## config.mk

```make
export PLATFORM = sky130hd
export DESIGN_NAME = alu_sequencer
export DESIGN_NICKNAME = d
export VERILOG_FILES = /design/src/rtl/alu_sequencer.sv
export SDC_FILE = /design/constraint.sdc
export NUM_CORES = 1
export LEC_CHECK = 0
export ABC_AREA = 1
export CAP_MARGIN = 20
export CORE_MARGIN = 5
export CORE_UTILIZATION = 40
export CTS_CLUSTER_SIZE = 20
export DETAILED_ROUTE_END_ITERATION = 8
export HOLD_SLACK_MARGIN = 0.12
export PLACE_DENSITY = 0.74
export SLEW_MARGIN = 0
export SYNTH_ARGS = -nofsm -noshare
export SYNTH_HDL_FRONTEND = slang
export SYNTH_SLANG_ARGS = --single-unit
```

## constraint.sdc

```tcl
create_clock -name clk -period 1.5 [get_ports clk]
set_clock_uncertainty 0.15 [all_clocks]
set_input_delay 0.45 -clock clk [delete_from_list [all_inputs] [get_ports clk]]
set_output_delay 0.45 -clock clk [all_outputs]
set_load 0.05 [all_outputs]
```

## src/rtl/alu_sequencer.sv

```systemverilog
// Multi-cycle control FSM for a simple register-file/ALU datapath.
// Decodes the instruction held in IR and sequences the datapath strobes for MOV and ALU ops.
module alu_sequencer (
    input  logic        clk,
    input  logic        reset,
    input  logic        s,
    input  logic        load,
    input  logic [15:0] in,
    output logic        w,
    output logic [2:0]  readnum,
    output logic [2:0]  writenum,
    output logic        write,
    output logic        loada,
    output logic        loadb,
    output logic        loadc,
    output logic        loads,
    output logic        asel,
    output logic        bsel,
    output logic [1:0]  vsel,
    output logic [1:0]  ALUop,
    output logic [1:0]  shift,
    output logic [15:0] sximm8
);

    typedef enum logic [2:0] {
        ST_WAIT      = 3'd0,
        ST_DECODE    = 3'd1,
        ST_GET_A     = 3'd2,
        ST_GET_B     = 3'd3,
        ST_EXEC      = 3'd4,
        ST_WRITE_REG = 3'd5,
        ST_WRITE_IMM = 3'd6
    } state_t;

    typedef enum logic [2:0] {
        I_MOVI  = 3'd0,
        I_MOVR  = 3'd1,
        I_ADD   = 3'd2,
        I_CMP   = 3'd3,
        I_AND   = 3'd4,
        I_MVN   = 3'd5,
        I_UNDEF = 3'd6
    } instr_t;

    typedef struct packed {
        logic       w;
        logic [2:0] readnum;
        logic [2:0] writenum;
        logic       write;
        logic       loada;
        logic       loadb;
        logic       loadc;
        logic       loads;
        logic       asel;
        logic       bsel;
        logic [1:0] vsel;
        logic [1:0] aluop;
        logic [1:0] shift;
    } ctrl_t;

    localparam ctrl_t CTRL_IDLE  = ctrl_t'(20'd0);
    localparam ctrl_t CTRL_RESET = ctrl_t'({1'b1, 19'd0});

    state_t      state_r;
    state_t      next_state_s;
    logic [15:0] ir_r;
    logic [15:0] next_ir_s;
    ctrl_t       ctrl_r;

    function automatic instr_t classify(input logic [15:0] ir);
        instr_t k;
        case ({ir[15:13], ir[12:11]})
            5'b110_10: k = I_MOVI;
            5'b110_00: k = I_MOVR;
            5'b101_00: k = I_ADD;
            5'b101_01: k = I_CMP;
            5'b101_10: k = I_AND;
            5'b101_11: k = I_MVN;
            default:   k = I_UNDEF;
        endcase
        return k;
    endfunction

    // Control word that belongs to a given state and instruction word.
    function automatic ctrl_t decode_ctrl(input state_t st, input logic [15:0] ir);
        ctrl_t  c;
        instr_t k;
        c = CTRL_IDLE;
        k = classify(ir);
        case (st)
            ST_WAIT: c.w = 1'b1;
            ST_DECODE: c = CTRL_IDLE;
            ST_GET_A: begin
                c.readnum = ir[10:8];
                c.loada   = 1'b1;
            end
            ST_GET_B: begin
                c.readnum = ir[2:0];
                c.loadb   = 1'b1;
            end
            ST_EXEC: begin
                c.shift = ir[4:3];
                c.bsel  = 1'b0;
                // MOVR passes B through by forcing A to zero and adding.
                if (k == I_MOVR) begin
                    c.asel  = 1'b1;
                    c.aluop = 2'b00;
                end else begin
                    c.asel  = 1'b0;
                    c.aluop = ir[12:11];
                end
                if (k == I_CMP) begin
                    c.loads = 1'b1;
                end else begin
                    c.loadc = 1'b1;
                end
            end
            ST_WRITE_REG: begin
                c.writenum = ir[7:5];
                c.vsel     = 2'b00;
                c.write    = 1'b1;
            end
            ST_WRITE_IMM: begin
                c.writenum = ir[10:8];
                c.vsel     = 2'b10;
                c.write    = 1'b1;
            end
            default: c = CTRL_IDLE;
        endcase
        return c;
    endfunction

    // IR only accepts a new word while the sequencer is idle.
    always_comb begin
        next_ir_s = ir_r;
        if ((state_r == ST_WAIT) && load) begin
            next_ir_s = in;
        end else begin
            next_ir_s = ir_r;
        end
    end

    // Next-state decode; DECODE sees the word captured on the same edge as s.
    always_comb begin
        next_state_s = ST_WAIT;
        case (state_r)
            ST_WAIT: begin
                if (s) begin
                    next_state_s = ST_DECODE;
                end else begin
                    next_state_s = ST_WAIT;
                end
            end
            ST_DECODE: begin
                case (classify(ir_r))
                    I_MOVI:                next_state_s = ST_WRITE_IMM;
                    I_MOVR, I_MVN:         next_state_s = ST_GET_B;
                    I_ADD, I_CMP, I_AND:   next_state_s = ST_GET_A;
                    default:               next_state_s = ST_WAIT;
                endcase
            end
            ST_GET_A: next_state_s = ST_GET_B;
            ST_GET_B: next_state_s = ST_EXEC;
            ST_EXEC: begin
                if (classify(ir_r) == I_CMP) begin
                    next_state_s = ST_WAIT;
                end else begin
                    next_state_s = ST_WRITE_REG;
                end
            end
            ST_WRITE_REG: next_state_s = ST_WAIT;
            ST_WRITE_IMM: next_state_s = ST_WAIT;
            default:      next_state_s = ST_WAIT;
        endcase
    end

    // State, IR and control word; the control word is precomputed from the next state
    // so the outputs are flops yet line up exactly with the state they belong to.
    always_ff @(posedge clk or posedge reset) begin
        if (reset) begin
            state_r <= ST_WAIT;
            ir_r    <= 16'd0;
            ctrl_r  <= CTRL_RESET;
        end else begin
            state_r <= next_state_s;
            ir_r    <= next_ir_s;
            ctrl_r  <= decode_ctrl(next_state_s, next_ir_s);
        end
    end

    assign w        = ctrl_r.w;
    assign readnum  = ctrl_r.readnum;
    assign writenum = ctrl_r.writenum;
    assign write    = ctrl_r.write;
    assign loada    = ctrl_r.loada;
    assign loadb    = ctrl_r.loadb;
    assign loadc    = ctrl_r.loadc;
    assign loads    = ctrl_r.loads;
    assign asel     = ctrl_r.asel;
    assign bsel     = ctrl_r.bsel;
    assign vsel     = ctrl_r.vsel;
    assign ALUop    = ctrl_r.aluop;
    assign shift    = ctrl_r.shift;
    assign sximm8   = {{8{ir_r[7]}}, ir_r[7:0]};

endmodule

```

== Word-level counts from Yosys, hierarchy flattened ==
Index checks and enable logic that the tools add are counted.
Operators by class
  $mul: 0
  bitwise gates (word level): 0
  mux-type cells: 21
  eq/ne operators: 29
  shifts and indexed selects: 0
  divide/modulo/power cells: 0
  reduce and logical (&&, ||, !) cells: 6
  order comparisons: 0
  add/subtract/negate cells: 0
Operators by type and width (count)
  $eq 5x5->1 const B: 12
  $pmux 3 s6: 2
  $eq 3x2->1 const B: 8
  $eq 3x3->1 const B: 6
  $mux 16: 1
  $pmux 3 s5: 1
  $eq 3x1->1 const B: 3
  $logic_not 3->1: 3
  $mux 3: 3
  $pmux 3 s3: 1
  $mux 4: 2
  $pmux 4 s2: 1
  $mux 1: 7
  $pmux 3 s2: 1
  $mux 2: 2
  $reduce_or 3->1: 1
  $reduce_or 2->1: 1
  $logic_and 1x1->1: 1
Storage, ports and cells
  bits in writable memories: 0
  input bits: 20
  output and inout port bits: 36
  bits in latches: 0
  memories kept: 0
  register bits after elaboration: 39
  ROM bits: 0

== Longest topological paths before layout ==
  depth in word-level cells: 9
  depth in mapped cells: 10

== Least setup slack after synthesis ==
Ideal clock, no wire load.
  path kind: register to register
  start point: reg state_r[1]
  end point: reg ctrl_r (netlist bit readnum[0])
  stages on the path, launching flop included: 7
  slack: 59 ps
  library setup time: 118 ps
  data arrival time: 1174 ps
  required time: 1232 ps
  cells stage by stage: dfrtp_1 nor2_4 nand2_1 nor2_1 nor3_4 nand3_1 nand2_1
Between the ends
  word-level cells in the longest chain between the ends: 4
  elaborated cells between the ends (all ways): 11
Ends and longest elaborated chain
  start: declaration: line 64  | state_t state_r;
  start signal: assignment: line 185  | state_r <= next_state_s;
  $eq 3x3->1, or another cell as far along: line 146  | case (state_r)
  $pmux 3 s5 or $logic_and 1x1->1 (tied branches): line 146, 136
  $eq 3x2->1 or $mux 16 (tied branches): line 90, 136
  $pmux 3 s2 (*): line 90  | case (st)
  end signal: assignment: line 187  | ctrl_r <= decode_ctrl(next_state_s, next_ir_s);
  end: declaration: line 68  | ctrl_t ctrl_r;
Every way passes the cells marked *; elsewhere a longest branch is shown, timed or not.

== Final worst setup path ==
  start point: reg state_r[1]
  end point: reg ctrl_r (netlist bit loadc)
Between the ends
  word-level cells in the longest chain between the ends: 8
  elaborated cells between the ends (all ways): 19
Ends and longest elaborated chain
  $logic_not 3->1 (*): line 136  | if ((state_r == ST_WAIT) && load) begin
  $logic_and 1x1->1 (*): line 136
  $mux 16 (*): line 136
  named net next_ir_s[12]: line 67  | logic [15:0] next_ir_s;
  $eq 5x5->1: line 72  | case ({ir[15:13], ir[12:11]})
  $pmux 3 s6 (*): line 72
  $eq 3x2->1 (*): line 112  | if (k == I_CMP) begin
  $mux 1 (*): line 112
  $mux 4 (*): line 90
The timed path passes the listed nets; every way through them passes the cells marked *.

==> out/results.ini <==
[outcome]
status=finished, violations left
violations=setup timing

[yosys]
ys_seq_area_share_pct=56.0
yosys.cell_types.count=23
synth_largest_area_cell=dfrtp_1
synthTopCellsByArea=dfrtp_1, nand2_1, buf_4
synth_area_mm2=0.00166
ys.flop_type=dfrtp_1
synthTopCellsByCount=nand2_1, dfrtp_1, buf_4, inv_1, nor2_1
synth.most_common_cell=nand2_1
syn_inst=183
synth_top_area_share_pct=54.4
ys_warn_count=0
synth_edf_count=0
async_reset_ff_share_pct=100
ys_ff_latch=37
synth.avg_cell_area_um2=9.05

[placed_design]
globalplace.congestion=0.850
port_buffers=53
hpwlAfterDp_um=2890
placed_area_mm2=0.00262

[routing]
drt-initial-drc-count=161
firstDrtPassIters=4
drc=0
vias_per_cell=5.23
vias=1664
ant_nets=0
wl_um=6060
wire_per_inst_um=19.1

[sta]
grt_setup_unrepaired=true
whs_ns=0.389
fmax_ghz=0.596
fin_crit_ns=1.68
setup_viol=30
hold_viol=0
tns_ns=-2.68
finalCritPeriodShare_pct=112
slew_viol_final=0
setup_ws_ns=-0.177

[layout]
nets=287
area_growth_pct=95.7
fillers=183
final_cell_area_mm2=0.00324
final_layout_size_suffix_gt1_share_pct=57.1
postLayoutCoreUtil_pct=81.0
diodes=0

[floorplanning]
num_rows=23
die_y_um=74.4
io-pin-count=56
chipWidth_um=74.4
initial_utilization_pct=41.4
die-area_mm2=0.00553
core_area_mm2=0.00400

[power]
p_per_area_mw_per_mm2=2410
power_switching_mw=3.48
total_power_mw=7.81
combPwrFrac_pct=66.2
pwr-share-clk_pct=11.7
swShare_pct=44.6
total_leakage_power_nw=1.59
p_int_mw=4.33
vdd_drop_max_mv=1.33
seqPwrFrac_pct=22.1

[worst_setup_path]
required_ns=1.54
cp.arrival_ns=1.72
cp_top_family=simple AND/OR/NAND/NOR gates
cp_slowest_cell=dfrtp_1
end_kind=register
critPathLaunchType=register
crit_path_cell_trace=nor2_4 -> buf_6 -> nand3_4 -> nand2_2 -> nand2_2 -> nor2_2 -> nand3_2 -> nand2_1 -> inv_1
path_common_cell=nand2_2
crit_fanout=4
crit_buf_inv=2
slowest_delay_ns=0.41
crit_type=register to register

[grt]
antenna_found_initial=0
grt_pass1_wl_um=7890
grt_max_degree=24
grt.overflow.total=0
first_global_vias=1630
track_usage_pct=19.1

[clock_network]
clk_pin_slew_worst_paths_ns=0.08
cts.path.max_buffers=2
cts_made_buffers=5
cts_tree=yes
cts_num_sinks=37
worstSkewPairLatency_ns=0.30
hold_buffers=0
clock-root-buffer=clkbuf_8
htreeDepth=2

[flow_run]
maxCapViolCount=0

[worst_hold_path]
hold_class=input pin to asynchronous set/reset pin

## timing repair
action	in CTS	in global routing
resized for setup	52	43
setup endpoints to repair	28	42
pin swaps	26	21
buffers inserted	12	10
cloned	2	0
## final cells by class
class	count	area [µm²]	area share (%)
inverters	20	82.6	2.55
clock inverters	1	30.0	0.926
multi-input cells	107	737	22.7
well taps	50	62.6	1.93
flip-flops and latches	37	928	28.6
repair buffers	96	1320	40.6
clock buffers	7	86.3	2.66
## stage by stage
stage | std cells | setup WS (ns)
3_5_place_dp | 286 | -0.463
5_1_grt | 318 | -0.257
3_3_place_gp | 286 | -0.432
4_1_cts | 308 | -0.106
6_report | 318 | -0.177
2_1_floorplan | 184 | 0.0590
## flip-flops by register name, summed over array words and instances (netlist names), 2 cells and up
name      flops
readnum       3
writenum      3
ALUop         2
ir_r         16
state_r       3
shift         2
## cell families after synthesis
logic type	share of synthesized area (%)
simple gates	24.4
buf+inv	14.3
flops	56.0
compound gates	5.06
other cells	0.226
## power by group through the flow
stage	registers, mW	logic, mW	clock network, mW
after floorplan	1.97	1.84	0
after global placement	1.67	3.82	0
after detailed placement	1.68	3.87	0
after CTS	1.66	4.45	0.896
after global routing	1.76	5.35	0.961
final	1.72	5.17	0.915
## layer usage
layer,vias up,share of wire (%),GRT usage [%]
met5,-,0,0
met4,0,4.2,5.14
met3,31,8.2,5.68
met2,98,52,34.4
met1,809,36,22.1
li1,726,-,-
## final timing paths
| kind | from | to | slack [ns] | cells past startpoint |
|---|---|---|---|---|
| setup reg to reg | state_r[1] | loadc | -0.18 | 9 |
| hold / removal | reset | shift[0] | 0.39 | 3 |
| setup / recovery | state_r[1] | loadc | -0.18 | 9 |
| max in group asynchronous | reset | w | 0.61 | 3 |
| min in group clk | ir_r[8] | ir_r[8] | 0.43 | 2 |
| hold reg to reg | ir_r[8] | ir_r[8] | 0.43 | 2 |
## cell usage in the layout, fill, tap and decap left out, types with 3 or more instances in the layout
master / Yosys / final
buf_12: 0 / 38
dfrtp_1: 36 / 35
buf_4: 18 / 25
nand2_1: 55 / 24
nand2_2: 0 / 21
clkdlybuf4s50_1: 0 / 18
buf_6: 2 / 12
inv_1: 18 / 11
nand2_4: 0 / 10
inv_2: 2 / 8
nor2_1: 14 / 7
nand3_1: 12 / 7
nor2_2: 0 / 6
clkbuf_8: 0 / 6
nand3_2: 0 / 5
a22o_1: 3 / 3
a21oi_2: 0 / 3
## worst min-delay path, stage by stage
cell and delay (ns):
clkdlybuf4s50_1 0.40, inv_1 0.15, buf_12 0.17
(Power assumes the default switching activity.)
